### config.mk
export PLATFORM = sky130hd
export DESIGN_NAME = fb_write_scheduler
export DESIGN_NICKNAME = d
export VERILOG_FILES = /design/src/rtl/fb_write_scheduler.sv
export SDC_FILE = /design/constraint.sdc
export NUM_CORES = 1
export LEC_CHECK = 0
export ABC_AREA = 1
export CORE_UTILIZATION = 33
export DETAILED_ROUTE_END_ITERATION = 8
export PLACE_DENSITY_LB_ADDON = 0.3
export SLEW_MARGIN = 25
export SYNTH_ARGS = -nofsm -noshare
export SYNTH_HDL_FRONTEND = slang
export SYNTH_SLANG_ARGS = --single-unit
### constraint.sdc
create_clock -name clk_in -period 1.9 [get_ports clk_in]
set_input_delay 0.38 -clock clk_in [delete_from_list [all_inputs] [get_ports clk_in]]
set_output_delay 0.38 -clock clk_in [all_outputs]
set_load 0.005 [all_outputs]
### src/rtl/fb_write_scheduler.sv
// Write-port sequencer for the scaled frame buffer: an optional clear sweep on
// each new frame, then the renderer's pixel stream over a valid/ready handshake.
module fb_write_scheduler #(
   parameter int unsigned FRAME_WIDTH  = 320,
   parameter int unsigned FRAME_HEIGHT = 180,
   parameter int unsigned ADDR_W       = $clog2(FRAME_WIDTH*FRAME_HEIGHT)
) (
   input  logic              clk_in,
   input  logic              rst_n_in,
   input  logic              new_frame_in,
   input  logic              clear_en_in,
   input  logic [15:0]       clear_color_in,
   input  logic              px_valid_in,
   output logic              px_ready_out,
   input  logic [ADDR_W-1:0] px_addr_in,
   input  logic [15:0]       px_data_in,
   output logic [ADDR_W-1:0] sbuf_w_addr_out,
   output logic              sbuf_w_valid_out,
   output logic [15:0]       sbuf_w_data_out,
   output logic              clearing_out,
   output logic              clear_done_out,
   output logic              overrun_out
);

   localparam int unsigned       N    = FRAME_WIDTH * FRAME_HEIGHT;
   localparam logic [ADDR_W-1:0] LAST = ADDR_W'(N - 1);

   typedef enum logic [1:0] {IDLE, CLEAR, RENDER} state_e;

   state_e            state_q;
   logic [ADDR_W-1:0] cnt_q;
   logic [15:0]       color_q;
   logic [ADDR_W-1:0] w_addr_q;
   logic [15:0]       w_data_q;
   logic              w_valid_q;
   logic              clear_done_q;
   logic              overrun_q;

   // Ready and clearing are pure decodes of the registered state.
   assign px_ready_out     = (state_q == RENDER);
   assign clearing_out     = (state_q == CLEAR);
   assign sbuf_w_addr_out  = w_addr_q;
   assign sbuf_w_data_out  = w_data_q;
   assign sbuf_w_valid_out = w_valid_q;
   assign clear_done_out   = clear_done_q;
   assign overrun_out      = overrun_q;

   always_ff @(posedge clk_in or negedge rst_n_in) begin
      if (!rst_n_in) begin
         state_q      <= IDLE;
         cnt_q        <= '0;
         color_q      <= '0;
         w_addr_q     <= '0;
         w_data_q     <= '0;
         w_valid_q    <= 1'b0;
         clear_done_q <= 1'b0;
         overrun_q    <= 1'b0;
      end else begin
         w_valid_q    <= 1'b0;
         clear_done_q <= 1'b0;
         overrun_q    <= 1'b0;
         case (state_q)
            IDLE: begin
               if (new_frame_in) begin
                  if (clear_en_in) begin
                     state_q <= CLEAR;
                     cnt_q   <= '0;
                     color_q <= clear_color_in;
                  end else begin
                     state_q <= RENDER;
                  end
               end
            end
            CLEAR: begin
               w_valid_q <= 1'b1;
               w_addr_q  <= cnt_q;
               w_data_q  <= color_q;
               // A frame start mid-sweep is flagged but never restarts the sweep.
               overrun_q <= new_frame_in;
               if (cnt_q == LAST) begin
                  state_q      <= RENDER;
                  clear_done_q <= 1'b1;
               end else begin
                  cnt_q <= cnt_q + 1'b1;
               end
            end
            RENDER: begin
               // Out-of-range pixels are handshaken but dropped.
               if (px_valid_in && (px_addr_in <= LAST)) begin
                  w_valid_q <= 1'b1;
                  w_addr_q  <= px_addr_in;
                  w_data_q  <= px_data_in;
               end
               if (new_frame_in && clear_en_in) begin
                  state_q <= CLEAR;
                  cnt_q   <= '0;
                  color_q <= clear_color_in;
               end
            end
            default: state_q <= IDLE;
         endcase
      end
   end

endmodule

# Word-level counts from Yosys, hierarchy flattened
# Cells that the tools add are included.
# word_totals
reg_bits	69
latch_bits	0
mem_bits_rw	0
rom_bits	0
in_bits	53
out_inout_bits	37
word_cells	52
mem_count	0
# op_classes
add_sub_neg	1
n_mul	0
div_mod_pow	0
magnitude_cmp	1
eq_ne	9
n_shift	0
mux	23
bitwise	0
n_reduce_logical	10
# op_table
cell	n
2-to-1 mux 16 bit	9
one-hot mux 16 bit (2 select lines)	3
one-hot mux 16 bit (3 select lines)	1
adder 16 x 1 -> 16 bit, second input constant	1
== test 16 bit, second input constant	1
<= comparator 16 bit, second input constant	1
2-to-1 mux 2 bit	4
inequality test 2 x 1 -> 1 bit, second input constant	3
inequality test 2 bit, second input constant	3
one-hot mux 2 bit (3 select lines)	1
AND reduction 5 bit	1
2-to-1 mux 1 bit	4
AND reduction 4 bit	1
nonzero test 2 bit	2
AND reduction 3 bit	1
nonzero test 3 bit	1
== test 2 x 1 -> 1 bit, second input constant	1
== test 2 bit, second input constant	1
logical AND 1 bit	2
zero test 2 bit	1
one-hot mux 1 bit (2 select lines)	1
AND reduction 2 bit	1

# Longest topological paths before layout
# logic_depth
word_depth	4
depth_mapped	10
ltp_nobuf	10

# Worst setup path before layout
# No wires, ideal clock.
# synth_path
path_type	register to register
from	reg state_q[0]
to	reg cnt_q[2]
setup_ns	0.118
arrival_ns	1.600
required_time_ns	1.782
setup_slack_ns	0.182
path_stages_with_launch	11
path_cell_list	dfrtp_1 -> inv_1 -> ha_1 -> buf_2 -> nand2_1 -> o21ai_1 -> nor3_4 -> nand2_8 -> buf_12 -> nand2_1 -> o21ai_2
# synth_between
elab_chain_len	3
word_cells_on_any_way	10
# synth_lines
element	line	rtl
start: declaration	30	state_e state_q;
start signal: assignment	50	state_q <= IDLE;
start signal: assignment	66	state_q <= CLEAR;
start signal: assignment	70	state_q <= RENDER;
== test 2 bit *	n/a	
named net px_ready_out	14	output logic px_ready_out,
inequality test 2 x 1 -> 1 bit (no line) / nonzero test 3 bit (equally long branches)	n/a	
AND reduction 5 bit (no line)	n/a	
end signal: assignment	84	cnt_q <= cnt_q + 1'b1;
end: declaration	31	logic [ADDR_W-1:0] cnt_q;
# The timed path passes the listed nets; every way through them passes the cells marked *.
# A chain may end at the register's enable or synchronous reset.

# Final worst setup path
# layout_path
from	reg state_q[1]
to	reg cnt_q[11]
# layout_between
elab_chain_len	3
word_cells_on_any_way	10
# layout_lines
element	line	rtl
== test 2 x 1 -> 1 bit, or another cell as far along	62	case (state_q)
inequality test 2 bit (no line), or another cell as far along	n/a	
AND reduction 5 bit (no line)	n/a	
# Parallel ways exist; a longest one is shown, timed or not.

==> reports/results.ini <==
[cells_and_area]
antennaDiodeCount = 0
drive_gt1_share_pct = 13.13
total_nets_final = 647
syn2layout_area_growth_pct = 38.17
final.fill_count = 1083
multi_input_comb_area_um2 = 1738
seqCellArea_um2 = 1728

[yosys]
post_synth_instance_area_um2 = 3766
net_count_synth = 548
yosysWarnings = 0
synth_top_family_by_area = simple AND/OR/NAND/NOR gates
synth_top_area_cell = sky130_fd_sc_hd__dfrtp_1
synthAdderAreaFrac_pct = 1.661
syn_avg_cell_area_um2 = 7.686
synth.yosys.seq_area_share_pct = 45.85
post-synth-top-area-fraction_pct = 45.85
synth_commonest_cells = 158 x sky130_fd_sc_hd__nand2_1, 69 x sky130_fd_sc_hd__dfrtp_1, 56 x sky130_fd_sc_hd__nand3_1
synth_flop_cell = sky130_fd_sc_hd__dfrtp_1
synth-edff-count = 0
synth_async_sr_flop_share_pct = 100.0
netlist_instances = 490
share_of_synthesized_area_spent_on_multiplexers_pct = 0.2990
synth_seq_cells = 69
yosysMostFrequentCell = sky130_fd_sc_hd__nand2_1
ys_types = 32
yosys.area_share.simple_pct = 32.29
synth_top_cells_by_area = sky130_fd_sc_hd__dfrtp_1 46%, sky130_fd_sc_hd__nand2_1 16%, sky130_fd_sc_hd__nand3_1 7.4%
post_synthesis_compound_gate_area_fraction_pct = 10.70
synth-xor-area-share_pct = 0.2326

[sta]
post-route-min-period_ps = 1825
grt_setup_unrepaired = true
period_share_pct = 96.07
timing.slew.headroom_pct = 75.33
final_hold_slack_ps = 471.0
fin_skew_ps = 3.981
fmaxAchievable_mhz = 547.9
timing.final.setup_violations = 0
timing_max_transition_violations_final = 0
timing_hold_violations_final = 0
worst_pin_slew_ps = 367.2

[setup_path]
arrival_time_at_the_worst_endpoint_ps = 2050
critical_path.cell_chain = buf_4 -> ha_4 -> buf_4 -> nand2_1 -> o21ai_1 -> nor3_4 -> buf_4 -> nand2_8 -> nand2_1 -> o21ai_2
critPathMaxFanout = 16
cp_slowest_cell = sky130_fd_sc_hd__dfrtp_2
path_class = flop to flop
cp_slowest_stage_delay_ps = 420
setup.worst_path.start_class = flop
timing.critical_path.mode_cell = sky130_fd_sc_hd__buf_4
path_delay_family = simple AND/OR/NAND/NOR gates
critical_path.n_buffers_inverters = 3
cp.required_ps = 2120
crit_path_end_kind = flop

[cts]
ctsHtreeMaxLevel = 3
clkTransAtPathRegs_ps = 60
clock_latency_ps = 340
tritoncts = yes
total_number_of_clock_tree_sinks = 69
cts-root-to-sink-buffers = 2
cts_bufs_inserted = 9
clock_tree.root_cell = sky130_fd_sc_hd__clkbuf_16

[power]
share_seq_of_total_power_pct = 31.1
p_comb_share_pct = 45.0
power_leakage_nw = 2.450
overall_power_of_the_completed_layout_mw = 7.141
power_frac_clock_pct = 23.9
cellInternalPower_mw = 4.479
power.density_nw_per_um2 = 1372
switching_share_pct = 37.27
peakVddDrop_mv = 0.6853
p_sw_mw = 2.661

[detailed_routing]
post_drt_via_cell_ratio = 4.830
via_count = 3545
postRouteAntennaNets = 0
detail_route.drc_violations = 0
detail_route.wirelength_um = 10140
violation_count_after_the_first_detailed_routing_iteration = 290
routedWlPerCell_um = 13.82
first_pass_iters = 4

[floorplanning]
effective_utilization_at_floorplan_pct = 34.29
boundaryPins = 90
die-area_um2 = 11840
coreArea_um2 = 10980
die_h_um = 108.8
chipWidth_um = 108.8
rows = 38

[global_route]
first_global_vias = 3352
antenna_found_initial = 0
gr-total-overflow = 0
grt_pass1_wl_um = 16400
globalRouteTotalUtil_pct = 18.21
grt_max_degree = 59

[status]
run_status = finished clean

[place]
count_of_port_buffers_added_during_placement = 89
gpl.final_weighted_congestion = 0.8770
place_hpwl_um = 7191

[hold_path]
worst_hold_path_type = primary input to async pin

[run]
cap_violations = 0

## path summary, 6_finish.rpt
kind | start | endpoint | slack [ps] | depth (start not counted)
setup / recovery | state_q[1] | cnt_q[11] | 70 | 10
hold / removal | rst_n_in | cnt_q[12] | 470 | 2
setup reg to reg | state_q[1] | cnt_q[11] | 70 | 10
hold reg to reg | sbuf_w_data_out[10] | sbuf_w_data_out[10] | 500 | 2
max in group asynchronous | rst_n_in | sbuf_w_addr_out[12] | 810 | 3
min in group clk_in | sbuf_w_data_out[10] | sbuf_w_data_out[10] | 500 | 2
## per-stage QoR
stage	cells	utilization, %	worst slack, ps	setup TNS, ps	area (um2)
2_1_floorplan	490	-	182.2	0	3766
3_3_place_gp	711	43.91	45.88	0	4822
3_5_place_dp	711	43.91	-21.46	-43.59	4822
4_1_cts	731	47.04	22.56	0	5166
5_1_grt	734	47.38	-9.317	-40.18	5204
6_report	734	47.38	74.69	0	5204
## layout make-up
cell class / instances / area share (%)
clock buffers: 11 / 4.665
clock inverters: 5 / 1.130
inverters: 47 / 3.486
multi-input cells: 351 / 33.40
flip-flops and latches: 69 / 33.21
well taps: 140 / 3.366
repair buffers: 111 / 20.75
## layout by cell type (no fill, tap or decap), drive strengths merged
cell | Yosys | layout
buf | 13 | 22
nor2 | 37 | 37
xor2 | 1 | 1
o21bai | 1 | 1
nand3b | 1 | 1
nand3 | 57 | 57
clkbuf | 11 | 11
a21boi | 1 | 1
bufinv | 0 | 1
ha | 5 | 5
dlygate4sd2 | 0 | 1
clkinvlp | 0 | 2
nand4 | 6 | 6
clkinv | 2 | 3
inv | 45 | 46
dfrtp | 69 | 69
mux2 | 1 | 1
o21ai | 50 | 50
dlymetal6s2s | 0 | 1
dlygate4sd3 | 0 | 1
nand2 | 171 | 172
clkdlybuf4s50 | 0 | 86
nor3 | 3 | 3
a31oi | 1 | 1
a21oi | 15 | 15
## worst reg2reg max path, cell delays in order, from the launching register on
cell and delay [ps]:
sky130_fd_sc_hd__dfrtp_2 420, sky130_fd_sc_hd__buf_4 150, sky130_fd_sc_hd__ha_4 150, sky130_fd_sc_hd__buf_4 170, sky130_fd_sc_hd__nand2_1 70, sky130_fd_sc_hd__o21ai_1 110
sky130_fd_sc_hd__nor3_4 210, sky130_fd_sc_hd__buf_4 160, sky130_fd_sc_hd__nand2_8 110, sky130_fd_sc_hd__nand2_1 110, sky130_fd_sc_hd__o21ai_2 60
## sequential cells by signal, indices dropped and copies added, names as in the netlist
register          flops
cnt_q                16
color_q              16
sbuf_w_addr_out      16
sbuf_w_data_out      16
state_q               2
clear_done_out        1
overrun_out           1
sbuf_w_valid_out      1
## power by group through the flow
| stage | Sequential (mW) | Clock [mW] | Combinational [mW] |
|---|---|---|---|
| CTS | 2.22 | 1.73 | 3.13 |
| detailed placement | 2.25 | 0 | 3.06 |
| floorplan | 2.24 | 0 | 1.87 |
| global route | 2.28 | 1.82 | 3.62 |
| finish | 2.22 | 1.71 | 3.21 |
| global placement | 2.24 | 0 | 3.00 |
## metal layers
layer  global-route usage (%)  vias to the layer above  wire [um]
li1                         -                     1770          -
met3                    2.989                       15        515
met1                    25.23                     1668       4775
met4                    7.336                        0        170
met2                    28.25                       92       4680
met5                        0                        -          0
## timing repair
item | in CTS | in global routing
cloned | 0 | 1
hold buffers | 1 | 0
endpoints found under the hold margin | 11 | 0
resized for setup | 4 | 3
setup endpoints to repair | 2 | 17
pin swaps | 0 | 3
setup buffers | 3 | 2
## cells by family (layout without fill, tap and decap cells)
kind of cell | count (synthesis) | count (layout)
and+or+nand+nor | 275 | 276
buffers and inverters | 71 | 174
DFF | 69 | 69
AOI/OAI and AO/OA | 68 | 68
adders and majority gates | 5 | 5
xor gates and xnor gates | 1 | 1
muxes | 1 | 1
No activity file was read; power rests on OpenSTA's default activity.
